[src/rtl/instr_fetch_pkg.sv]
// instr_fetch_pkg: shared constants for the instruction fetch unit.
//   - FSM state encodings (S_REQ / S_WAIT / S_HOLD)
//   - default reset PC and the sequential PC increment
package instr_fetch_pkg;

  localparam logic [1:0] S_REQ  = 2'd0;  // drive a request to instruction memory
  localparam logic [1:0] S_WAIT = 2'd1;  // request accepted, waiting for the word
  localparam logic [1:0] S_HOLD = 2'd2;  // word presented to the decoder

  localparam logic [31:0] DEF_RESET_PC = 32'h0000_0000;
  localparam logic [31:0] PC_INC       = 32'd4;

endpackage

[src/rtl/instr_fetch_if.sv]
// instr_fetch_if: bundles the instruction-memory channels and the decoder
// handshake of the fetch unit.
//   imem_req_*   : request channel (valid/ready, byte address, word aligned)
//   imem_resp_*  : response channel (valid + data, no backpressure)
//   instruction, instr_pc, instr_valid / instr_ready : word to the decoder
//   is_jump, is_branch, branch_taken, addr26, imm16  : redirect info back
// master = fetch unit, slave = memory + decoder side.
interface instr_fetch_if;

  logic        imem_req_valid;
  logic        imem_req_ready;
  logic [31:0] imem_req_addr;
  logic        imem_resp_valid;
  logic [31:0] imem_resp_data;
  logic [31:0] instruction;
  logic [31:0] instr_pc;
  logic        instr_valid;
  logic        instr_ready;
  logic        is_jump;
  logic        is_branch;
  logic        branch_taken;
  logic [25:0] addr26;
  logic [15:0] imm16;

  modport master (
    output imem_req_valid, imem_req_addr, instruction, instr_pc, instr_valid,
    input  imem_req_ready, imem_resp_valid, imem_resp_data, instr_ready,
           is_jump, is_branch, branch_taken, addr26, imm16
  );

  modport slave (
    input  imem_req_valid, imem_req_addr, instruction, instr_pc, instr_valid,
    output imem_req_ready, imem_resp_valid, imem_resp_data, instr_ready,
           is_jump, is_branch, branch_taken, addr26, imm16
  );

endinterface

[src/rtl/instr_fetch_next_pc_calc.sv]
// next_pc_calc: combinational next-PC selection for the fetch unit.
//   in : instr_pc, is_jump, is_branch, branch_taken, addr26, imm16
//   out: next_pc
// Jump beats branch; all arithmetic wraps modulo 2^32.
module next_pc_calc
  import instr_fetch_pkg::*;
(
  input  logic [31:0] instr_pc,
  input  logic        is_jump,
  input  logic        is_branch,
  input  logic        branch_taken,
  input  logic [25:0] addr26,
  input  logic [15:0] imm16,
  output logic [31:0] next_pc
);

  logic [31:0] pc4;
  logic [31:0] br_off;

  assign pc4    = instr_pc + PC_INC;
  assign br_off = {{14{imm16[15]}}, imm16, 2'b00};

  always_comb begin
    next_pc = pc4;
    if (is_jump)                      next_pc = {pc4[31:28], addr26, 2'b00};
    else if (is_branch && branch_taken) next_pc = pc4 + br_off;
  end

endmodule

[src/rtl/instr_fetch.sv]
// instr_fetch: holds the PC, fetches one word at a time from instruction
// memory and presents it with its PC to the decoder.
//   clk, rst_n : single clock, synchronous active-low reset
//   bus        : instr_fetch_if.master (imem request/response, decoder side)
// Optional build macro INSTR_FETCH_PREFETCH_EN: while a word is held, also
// fetch instr_pc+4 into a one-entry buffer so sequential code can advance
// without a round trip; redirects squash that prefetch.
module instr_fetch
  import instr_fetch_pkg::*;
#(
  parameter logic [31:0] RESET_PC = DEF_RESET_PC
) (
  input logic           clk,
  input logic           rst_n,
  instr_fetch_if.master bus
);

  logic [1:0]  state_q, state_d;
  logic [31:0] pc_q, pc_d;
  logic [31:0] instr_q, instr_d;
  logic [31:0] ipc_q, ipc_d;
  logic [31:0] next_pc;
  logic [31:0] req_addr;
  logic        req_vld, req_fire, instr_vld, hs;

  next_pc_calc u_npc (
    .instr_pc    (ipc_q),
    .is_jump     (bus.is_jump),
    .is_branch   (bus.is_branch),
    .branch_taken(bus.branch_taken),
    .addr26      (bus.addr26),
    .imm16       (bus.imm16),
    .next_pc     (next_pc)
  );

  // Both valids are masked while rst_n is low so nothing handshakes in the
  // reset cycle.
  assign instr_vld          = rst_n && (state_q == S_HOLD);
  assign hs                 = instr_vld && bus.instr_ready;
  assign bus.imem_req_valid = rst_n && req_vld;
  assign bus.imem_req_addr  = req_addr;
  assign req_fire           = bus.imem_req_valid && bus.imem_req_ready;
  assign bus.instr_valid    = instr_vld;
  assign bus.instruction    = instr_q;
  assign bus.instr_pc       = ipc_q;

`ifdef INSTR_FETCH_PREFETCH_EN
  logic        pf_pend_q, pf_pend_d;   // prefetch accepted, word not back yet
  logic        pf_vld_q, pf_vld_d;     // prefetched word in buffer
  logic        squash_q, squash_d;     // drop the next response
  logic [31:0] pf_data_q, pf_data_d;
  logic        redirect, pf_hit;

  assign redirect = bus.is_jump || (bus.is_branch && bus.branch_taken);
`endif

  always_comb begin
    state_d  = state_q;
    pc_d     = pc_q;
    instr_d  = instr_q;
    ipc_d    = ipc_q;
    req_vld  = 1'b0;
    req_addr = pc_q;
`ifdef INSTR_FETCH_PREFETCH_EN
    pf_pend_d = pf_pend_q;
    pf_vld_d  = pf_vld_q;
    pf_data_d = pf_data_q;
    squash_d  = squash_q;
    pf_hit    = 1'b0;
    if (squash_q && bus.imem_resp_valid) squash_d = 1'b0;
`endif
    case (state_q)
      S_REQ: begin
`ifdef INSTR_FETCH_PREFETCH_EN
        // a squashed prefetch still counts as the one outstanding request
        req_vld = !squash_q;
`else
        req_vld = 1'b1;
`endif
        if (req_fire) state_d = S_WAIT;
      end
      S_WAIT: begin
        if (bus.imem_resp_valid) begin
          instr_d = bus.imem_resp_data;
          ipc_d   = pc_q;
          state_d = S_HOLD;
        end
      end
      S_HOLD: begin
`ifdef INSTR_FETCH_PREFETCH_EN
        req_vld  = !(pf_pend_q || pf_vld_q);
        req_addr = ipc_q + PC_INC;
        pf_hit   = pf_pend_q && bus.imem_resp_valid;
        if (req_fire) pf_pend_d = 1'b1;
        if (pf_hit) begin
          pf_pend_d = 1'b0;
          pf_vld_d  = 1'b1;
          pf_data_d = bus.imem_resp_data;
        end
        if (hs) begin
          pc_d      = next_pc;
          pf_pend_d = 1'b0;
          pf_vld_d  = 1'b0;
          if (redirect) begin
            // a response landing this very cycle is simply not captured
            squash_d = req_fire || (pf_pend_q && !bus.imem_resp_valid);
            state_d  = S_REQ;
          end else if (pf_vld_q || pf_hit) begin
            instr_d = pf_vld_q ? pf_data_q : bus.imem_resp_data;
            ipc_d   = next_pc;
          end else if (pf_pend_q || req_fire) begin
            state_d = S_WAIT;
          end else begin
            state_d = S_REQ;
          end
        end
`else
        if (hs) begin
          pc_d    = next_pc;
          state_d = S_REQ;
        end
`endif
      end
      default: state_d = S_REQ;
    endcase
  end

  always_ff @(posedge clk) begin
    if (!rst_n) begin
      state_q <= S_REQ;
      pc_q    <= RESET_PC;
      instr_q <= '0;
      ipc_q   <= '0;
`ifdef INSTR_FETCH_PREFETCH_EN
      pf_pend_q <= 1'b0;
      pf_vld_q  <= 1'b0;
      squash_q  <= 1'b0;
      pf_data_q <= '0;
`endif
    end else begin
      state_q <= state_d;
      pc_q    <= pc_d;
      instr_q <= instr_d;
      ipc_q   <= ipc_d;
`ifdef INSTR_FETCH_PREFETCH_EN
      pf_pend_q <= pf_pend_d;
      pf_vld_q  <= pf_vld_d;
      squash_q  <= squash_d;
      pf_data_q <= pf_data_d;
`endif
    end
  end

endmodule

[src/flat_wrapper.sv]
// flat-port wrapper written by rule: the top's interface ports become plain ports
module instr_fetch_flat import instr_fetch_pkg::*;
#(
  parameter logic [31:0] RESET_PC = DEF_RESET_PC
)
  (clk, rst_n, bus_imem_req_valid, bus_imem_req_addr, bus_instruction, bus_instr_pc, bus_instr_valid, bus_imem_req_ready, bus_imem_resp_valid, bus_imem_resp_data, bus_instr_ready, bus_is_jump, bus_is_branch, bus_branch_taken, bus_addr26, bus_imm16);
  instr_fetch_if bus_i ();
  input logic clk;
  input logic rst_n;
  output wire logic [$bits(bus_i.imem_req_valid)-1:0] bus_imem_req_valid;
  output wire logic [$bits(bus_i.imem_req_addr)-1:0] bus_imem_req_addr;
  output wire logic [$bits(bus_i.instruction)-1:0] bus_instruction;
  output wire logic [$bits(bus_i.instr_pc)-1:0] bus_instr_pc;
  output wire logic [$bits(bus_i.instr_valid)-1:0] bus_instr_valid;
  input wire logic [$bits(bus_i.imem_req_ready)-1:0] bus_imem_req_ready;
  input wire logic [$bits(bus_i.imem_resp_valid)-1:0] bus_imem_resp_valid;
  input wire logic [$bits(bus_i.imem_resp_data)-1:0] bus_imem_resp_data;
  input wire logic [$bits(bus_i.instr_ready)-1:0] bus_instr_ready;
  input wire logic [$bits(bus_i.is_jump)-1:0] bus_is_jump;
  input wire logic [$bits(bus_i.is_branch)-1:0] bus_is_branch;
  input wire logic [$bits(bus_i.branch_taken)-1:0] bus_branch_taken;
  input wire logic [$bits(bus_i.addr26)-1:0] bus_addr26;
  input wire logic [$bits(bus_i.imm16)-1:0] bus_imm16;
  assign bus_imem_req_valid = bus_i.imem_req_valid;
  assign bus_imem_req_addr = bus_i.imem_req_addr;
  assign bus_instruction = bus_i.instruction;
  assign bus_instr_pc = bus_i.instr_pc;
  assign bus_instr_valid = bus_i.instr_valid;
  assign bus_i.imem_req_ready = bus_imem_req_ready;
  assign bus_i.imem_resp_valid = bus_imem_resp_valid;
  assign bus_i.imem_resp_data = bus_imem_resp_data;
  assign bus_i.instr_ready = bus_instr_ready;
  assign bus_i.is_jump = bus_is_jump;
  assign bus_i.is_branch = bus_is_branch;
  assign bus_i.branch_taken = bus_branch_taken;
  assign bus_i.addr26 = bus_addr26;
  assign bus_i.imm16 = bus_imm16;
  instr_fetch #(.RESET_PC(RESET_PC)) u_core (.clk(clk), .rst_n(rst_n), .bus(bus_i));
endmodule
[config.mk]
export PLATFORM = sky130hd
export DESIGN_NAME = instr_fetch_flat
export DESIGN_NICKNAME = d
export VERILOG_FILES = /design/src/rtl/instr_fetch_pkg.sv /design/src/rtl/instr_fetch_if.sv /design/src/rtl/instr_fetch_next_pc_calc.sv /design/src/rtl/instr_fetch.sv /design/src/flat_wrapper.sv
export SDC_FILE = /design/constraint.sdc
export NUM_CORES = 1
export LEC_CHECK = 0
export ABC_AREA = 0
export BUFFER_PORTS_ARGS = -buffer_cell sky130_fd_sc_hd__buf_2
export CAP_MARGIN = 20
export CORE_UTILIZATION = 39
export DETAILED_ROUTE_END_ITERATION = 8
export PLACE_DENSITY = 0.66
export REMOVE_ABC_BUFFERS = 1
export SLEW_MARGIN = 20
export SYNTH_ARGS = -nofsm -noshare
export SYNTH_HDL_FRONTEND = slang
export SYNTH_SLANG_ARGS = --single-unit
[constraint.sdc]
create_clock -name clk -period 3.8 [get_ports clk]
set_input_delay 0.19 -clock clk [delete_from_list [all_inputs] [get_ports clk]]
set_output_delay 0.19 -clock clk [all_outputs]
set_load 0.005 [all_outputs]
# After elaboration in Yosys (flattened, before gate mapping)
# Cells that the tools add are included.
classes:
  n_addsub: 2
  n_mul: 0
  n_div: 0
  n_lt_le_gt_ge: 0
  n_eq_ne: 5
  n_shift: 0
  muxes: 7
  n_bitwise: 0
  n_reduce_logical: 9
op_table:
  columns: ["cell", "n"]
  rows:
  - ["32-bit 2-to-1 mux", 2]
  - ["32-bit by 3-bit adder with 32-bit output (second input constant)", 1]
  - ["32-bit adder", 1]
  - ["2-bit 2-to-1 mux", 3]
  - ["2-bit case mux with 3 select lines", 1]
  - ["1-bit logical AND", 5]
  - ["2-bit by 1-bit inequality test with 1-bit output (second input constant)", 2]
  - ["2-bit AND reduction", 2]
  - ["3-bit AND reduction", 1]
  - ["2-bit by 1-bit equality test with 1-bit output (second input constant)", 1]
  - ["2-bit equality test (second input constant)", 1]
  - ["2-bit logical NOT", 1]
  - ["2-bit inequality test (second input constant)", 1]
  - ["1-bit 2-to-1 mux", 1]
totals:
  regBits: 98
  latch_bits: 0
  ram_bits: 0
  mem_bits_ro: 0
  input_bits: 82
  output_inout_bits: 98
  elab_cells: 27
  memories: 0

# Depth between registers and ports, before layout
depth:
  depth_word: 6
  depth_mapped: 15
  mapped_depth_nobuf: 14

# Hierarchy
# Synthesis repeated with hierarchy kept, for this count alone.
hier_totals:
  cells_unflattened: 792
  area_unflattened_um2: 6485.0
modules_own_cells:
  columns: ["module", "n_inst", "cells_per_inst", "area_each_um2", "seq_area_each_um2"]
  rows:
  - ["instr_fetch", 1, 393, 3783.6, 1961.9]
  - ["next_pc_calc", 1, 399, 2701.3, 0.0]

# Least setup slack after synthesis
# OpenSTA, ideal clock, no wires.
synth_path:
  path_type: "reg2reg"
  from: "register u_core.ipc_q[4], in the netlist u_core.bus.instr_pc[4]"
  to: "register u_core.pc_q[31], in the netlist u_core.bus.imem_req_addr[31]"
  setup_ps: 117
  arrival_time_ps: 3438
  required_time_ps: 3683
  slack_ps: 244
  stages_incl_launch_ff: 16
  n_path_buf: 1
  synth_period_minus_slack_ps: 3556
  cell_sequence: "dfxtp_1 -> nand4_1 -> nor4_2 -> and2_1 -> buf_2 -> nand2_1 -> xnor2_1 -> ha_1 -> a21o_1 -> a21o_1 -> a211oi_1 -> o21ai_0 -> o211a_1 -> or4_1 -> a31o_1 -> a32o_1"
synth_between:
  elab_chain_len: 4
synth_lines:
  columns: ["element", "line", "text"]
  rows:
  - ["start: declaration", "instr_fetch.sv:21", "logic [31:0] ipc_q, ipc_d;"]
  - ["start signal: assignment", "instr_fetch.sv:144", "ipc_q <= ipc_d;"]
  - ["32-bit by 3-bit adder with 32-bit output *", "instr_fetch_next_pc_calc.sv:20", "assign pc4 = instr_pc + PC_INC;"]
  - ["32-bit adder", "instr_fetch_next_pc_calc.sv:26", "else if (is_branch && branch_taken) next_pc = pc4 + br_off;"]
  - ["32-bit 2-to-1 mux", "instr_fetch_next_pc_calc.sv:26", null]
  - ["32-bit 2-to-1 mux *", "instr_fetch_next_pc_calc.sv:25", "if (is_jump) next_pc = {pc4[31:28], addr26, 2'b00};"]
  - ["end signal: assignment", "instr_fetch.sv:142", "pc_q <= pc_d;"]
  - ["end: declaration", "instr_fetch.sv:19", "logic [31:0] pc_q, pc_d;"]
# Mark *: on every way between the ends. The rest lies on a longest branch, timed or not.
# A chain may end at the register's enable or synchronous reset.

# Final worst setup path
layout_path:
  from: "register u_core.ipc_q[2], in the netlist u_core.bus.instr_pc[2]"
  to: "register u_core.pc_q[31], in the netlist u_core.bus.imem_req_addr[31]"
# Same word-level chain as after synthesis.

==> results.toml <==
[clock_tree]
htreeDepth = 3
cts-hold-fix-buffers = 0
cts.sinks = 98
clk_latency_ns = 0.36
root_buffer = "clkbuf_16"
cts.path.max_buffers = 2
cts_tree = "done"
cts_buffers = 9
clk_pin_slew_worst_paths_ns = 0.07

[setup_path]
required_ns = 4.05
rrSetupSlack_ns = 0.21
crit_arrival_ns = 3.84
critPathCaptureType = "flip-flop"
startpoint_type = "flip-flop"
r2r-start = "u_core.bus.instr_pc[2]"
r2r-end = "u_core.bus.imem_req_addr[31]"
crit_fanout = 9
worst-setup-path-type = "reg2reg"
reg2reg_depth = 12

[worst_hold_path]
min_from = "bus_instr_ready"
holdPathEnd = "u_core.state_q[1]"
holdPathStages = 2
hold_path_class = "in2reg"

[floorplanning]
dieArea_um2 = 15900
num_rows = 44
core_um2 = 14800
initial_core_util_pct = 40.6
die_y_um = 126
num_io_pins = 180
die_x_um = 126

[synthesis]
syn_avg_cell_area_um2 = 7.52
ys.flop_type = "dfxtp_1"
synth_cell_types = 63
yosysWarnings = 0
syn_area_um2 = 6000
ys_seq_area_share_pct = 32.7
syn_inst = 797
synth_edf_count = 0
ys_ff_latch = 98
synthArstFlopShare_pct = 0

[routing]
vias = 6255
routed_wirelength_um = 18900
drc = 0
drt_first_pass_iters = 4
viasPerCell = 5.37
routedWlPerCell_um = 16.2
ant_nets = 0
drt_iter0_drc = 461

[global_route]
antenna_found_initial = 0
gr-total-overflow = 0
first_global_vias = 5814
grt_max_degree = 52
grt_pass1_wl_um = 30200
grt_use_total_pct = 23.9

[place]
globalplace.congestion = 0.942
port_buffers = 179
hpwlAfterDp_um = 14100

[sta]
fin_skew_ns = 0.00971
fin_crit_sh_pct = 94.5
rsz0062_at_grt = "true"
whs_ns = 0.0485
hold_violations = 0
final_max_slew_viol_count = 0
relSlewSlack_pct = 42.2
fmax_ghz = 0.278
report.final.setup_viol = 0
min_period_ns = 3.59
max_slew.worst_pin.slew_ns = 0.868

[cells_and_area]
fin_util_pct = 51.1
drive_gt1_share_pct = 25.5
area_growth_syn_to_layout_pct = 25.6
nNetsFinal = 1096

[power_and_ir_drop]
power_leakage_uw = 0.00350
p_per_area_nw_per_um2 = 293
irDropWorstVdd_v = 0.000291

[job]
drv_cap = 0

[run_status]
status = "finished clean"
==> kinds of logic after synthesis <==
kind of cell             after synthesis  synth area share (%)
AND/OR/NAND/NOR                      316                  23.2
adder cells (fa/ha/maj)               38                  8.05
AO/OA/AOI/OAI                        224                  23.2
buffers and inverters                 63                  4.21
multiplexers                           7                  1.19
flip-flops                            98                  32.7
XOR/XNOR                              51                  7.45
==> Yosys cell counts (6+ instances only) <==
library cell | n | share of area (%)
a21o_1 | 20 | 2.5
a21oi_1 | 118 | 9.8
a31oi_1 | 8 | 0.83
and3_1 | 10 | 1.0
clkbuf_1 | 38 | 2.4
dfxtp_1 | 98 | 33
ha_1 | 37 | 7.7
inv_1 | 18 | 1.1
mux2i_1 | 6 | 1.0
nand2_1 | 185 | 12
nand2b_1 | 6 | 0.63
nand3_1 | 29 | 2.4
nand4_1 | 12 | 1.3
nor2_1 | 41 | 2.6
nor3_1 | 8 | 0.67
o211ai_1 | 7 | 0.88
o21ai_0 | 21 | 1.8
xnor2_1 | 35 | 5.1
xor2_1 | 16 | 2.3
==> how the worst max path moves through the flow <==
| stage | depth (start not counted) | startpoint | end | slack, ns |
|---|---|---|---|---|
| 2_1_floorplan | 14 | u_core.bus.instr_pc[4] | u_core.bus.imem_req_addr[31] | 0.26 |
| 3_3_place_gp | 13 | u_core.bus.instr_pc[11] | u_core.bus.imem_req_addr[31] | 0.17 |
| 3_5_place_dp | 13 | u_core.bus.instr_pc[11] | u_core.bus.imem_req_addr[31] | 0.08 |
| 4_1_cts | 13 | u_core.bus.instr_pc[11] | u_core.bus.imem_req_addr[31] | 0.05 |
| 5_1_grt | 14 | u_core.bus.instr_pc[7] | u_core.bus.imem_req_addr[31] | -0.05 |
| 6_report | 12 | u_core.bus.instr_pc[2] | u_core.bus.imem_req_addr[31] | 0.21 |
==> power breakdown <==
| part | internal, µW | leakage (µW) | switching [µW] |
|---|---|---|---|
| sequential | 1040 | 0.000793 | 10.2 |
| combinational | 102 | 0.00257 | 156 |
| clock | 451 | 0.000134 | 444 |
| total | 1600 | 0.00350 | 610 |
==> worst max-delay path, cell delays in order, from the launching register on <==
cell and delay, ns:
dfxtp_1 0.43, ha_1 0.41, nand2_1 0.12, xnor2_1 0.28
ha_1 0.38, a21oi_1 0.21, o211ai_2 0.15, a211oi_2 0.28
a21oi_4 0.11, o21a_1 0.21, or4_1 0.43, a31o_1 0.22
a32o_1 0.24
==> flip-flops by register name, indices dropped and copies added, names as in the netlist <==
| signal | count |
|---|---|
| u_core.bus.instruction | 32 |
| u_core.bus.imem_req_addr | 32 |
| u_core.bus.instr_pc | 32 |
| u_core.state_q | 2 |
==> cells in the final DEF (no fill, tap or decap), drive strengths merged, types with 3 or more instances in the layout <==
master / instances
a21oi: 119
nor3: 8
dfxtp: 98
nand2b: 6
nand2: 185
nand3b: 4
and3: 10
a221o: 5
and2: 6
o211ai: 8
ha: 37
buf: 212
xnor2: 35
a31oi: 8
a221oi: 5
mux2i: 6
clkbuf: 9
o21bai: 3
a32o: 4
nor2: 41
a21o: 21
xor2: 16
a2111oi: 3
nand3: 29
o311ai: 3
a211oi: 6
inv: 22
o21a: 3
nand4: 12
o21ai: 23
nor2b: 3
==> layout make-up <==
type | instances | area (µm²)
Tap cell | 184 | 230
Antenna cell | 1 | 2.50
Clock inverter | 6 | 50.0
Timing Repair Buffer | 212 | 1140
Multi-Input combinational cell | 636 | 3840
Sequential cell | 98 | 1960
Clock buffer | 9 | 225
Inverter | 19 | 71.3
Fill cell | 1511 | 7220
==> timing repair <==
item / in CTS / in global routing
gates resized for setup: 0 / 15
buffers inserted: 0 / 1
setup endpoints to repair: 0 / 7
==> stage by stage <==
stage	setup WS (ns)	total power (µW)	instances	instance area, µm²	TNS [ns]
after global routing	-0.0501	2300	1164	7530	-0.0501
after CTS	0.0485	2230	1163	7460	0
after global placement	0.165	1330	1148	7190	0
final	0.208	2210	1165	7530	0
after floorplan	0.263	1210	753	5820	0
after detailed placement	0.0837	1340	1148	7190	0
==> layer usage <==
layer / GRT usage (%) / wire length (µm) / up-vias
li1: - / - / 3154
met4: 7.87 / 387 / 0
met2: 38.3 / 8540 / 209
met1: 31.9 / 8760 / 2859
met3: 5.10 / 1200 / 33
met5: 0 / 0 / -
Power figures use the tool's default switching activity.
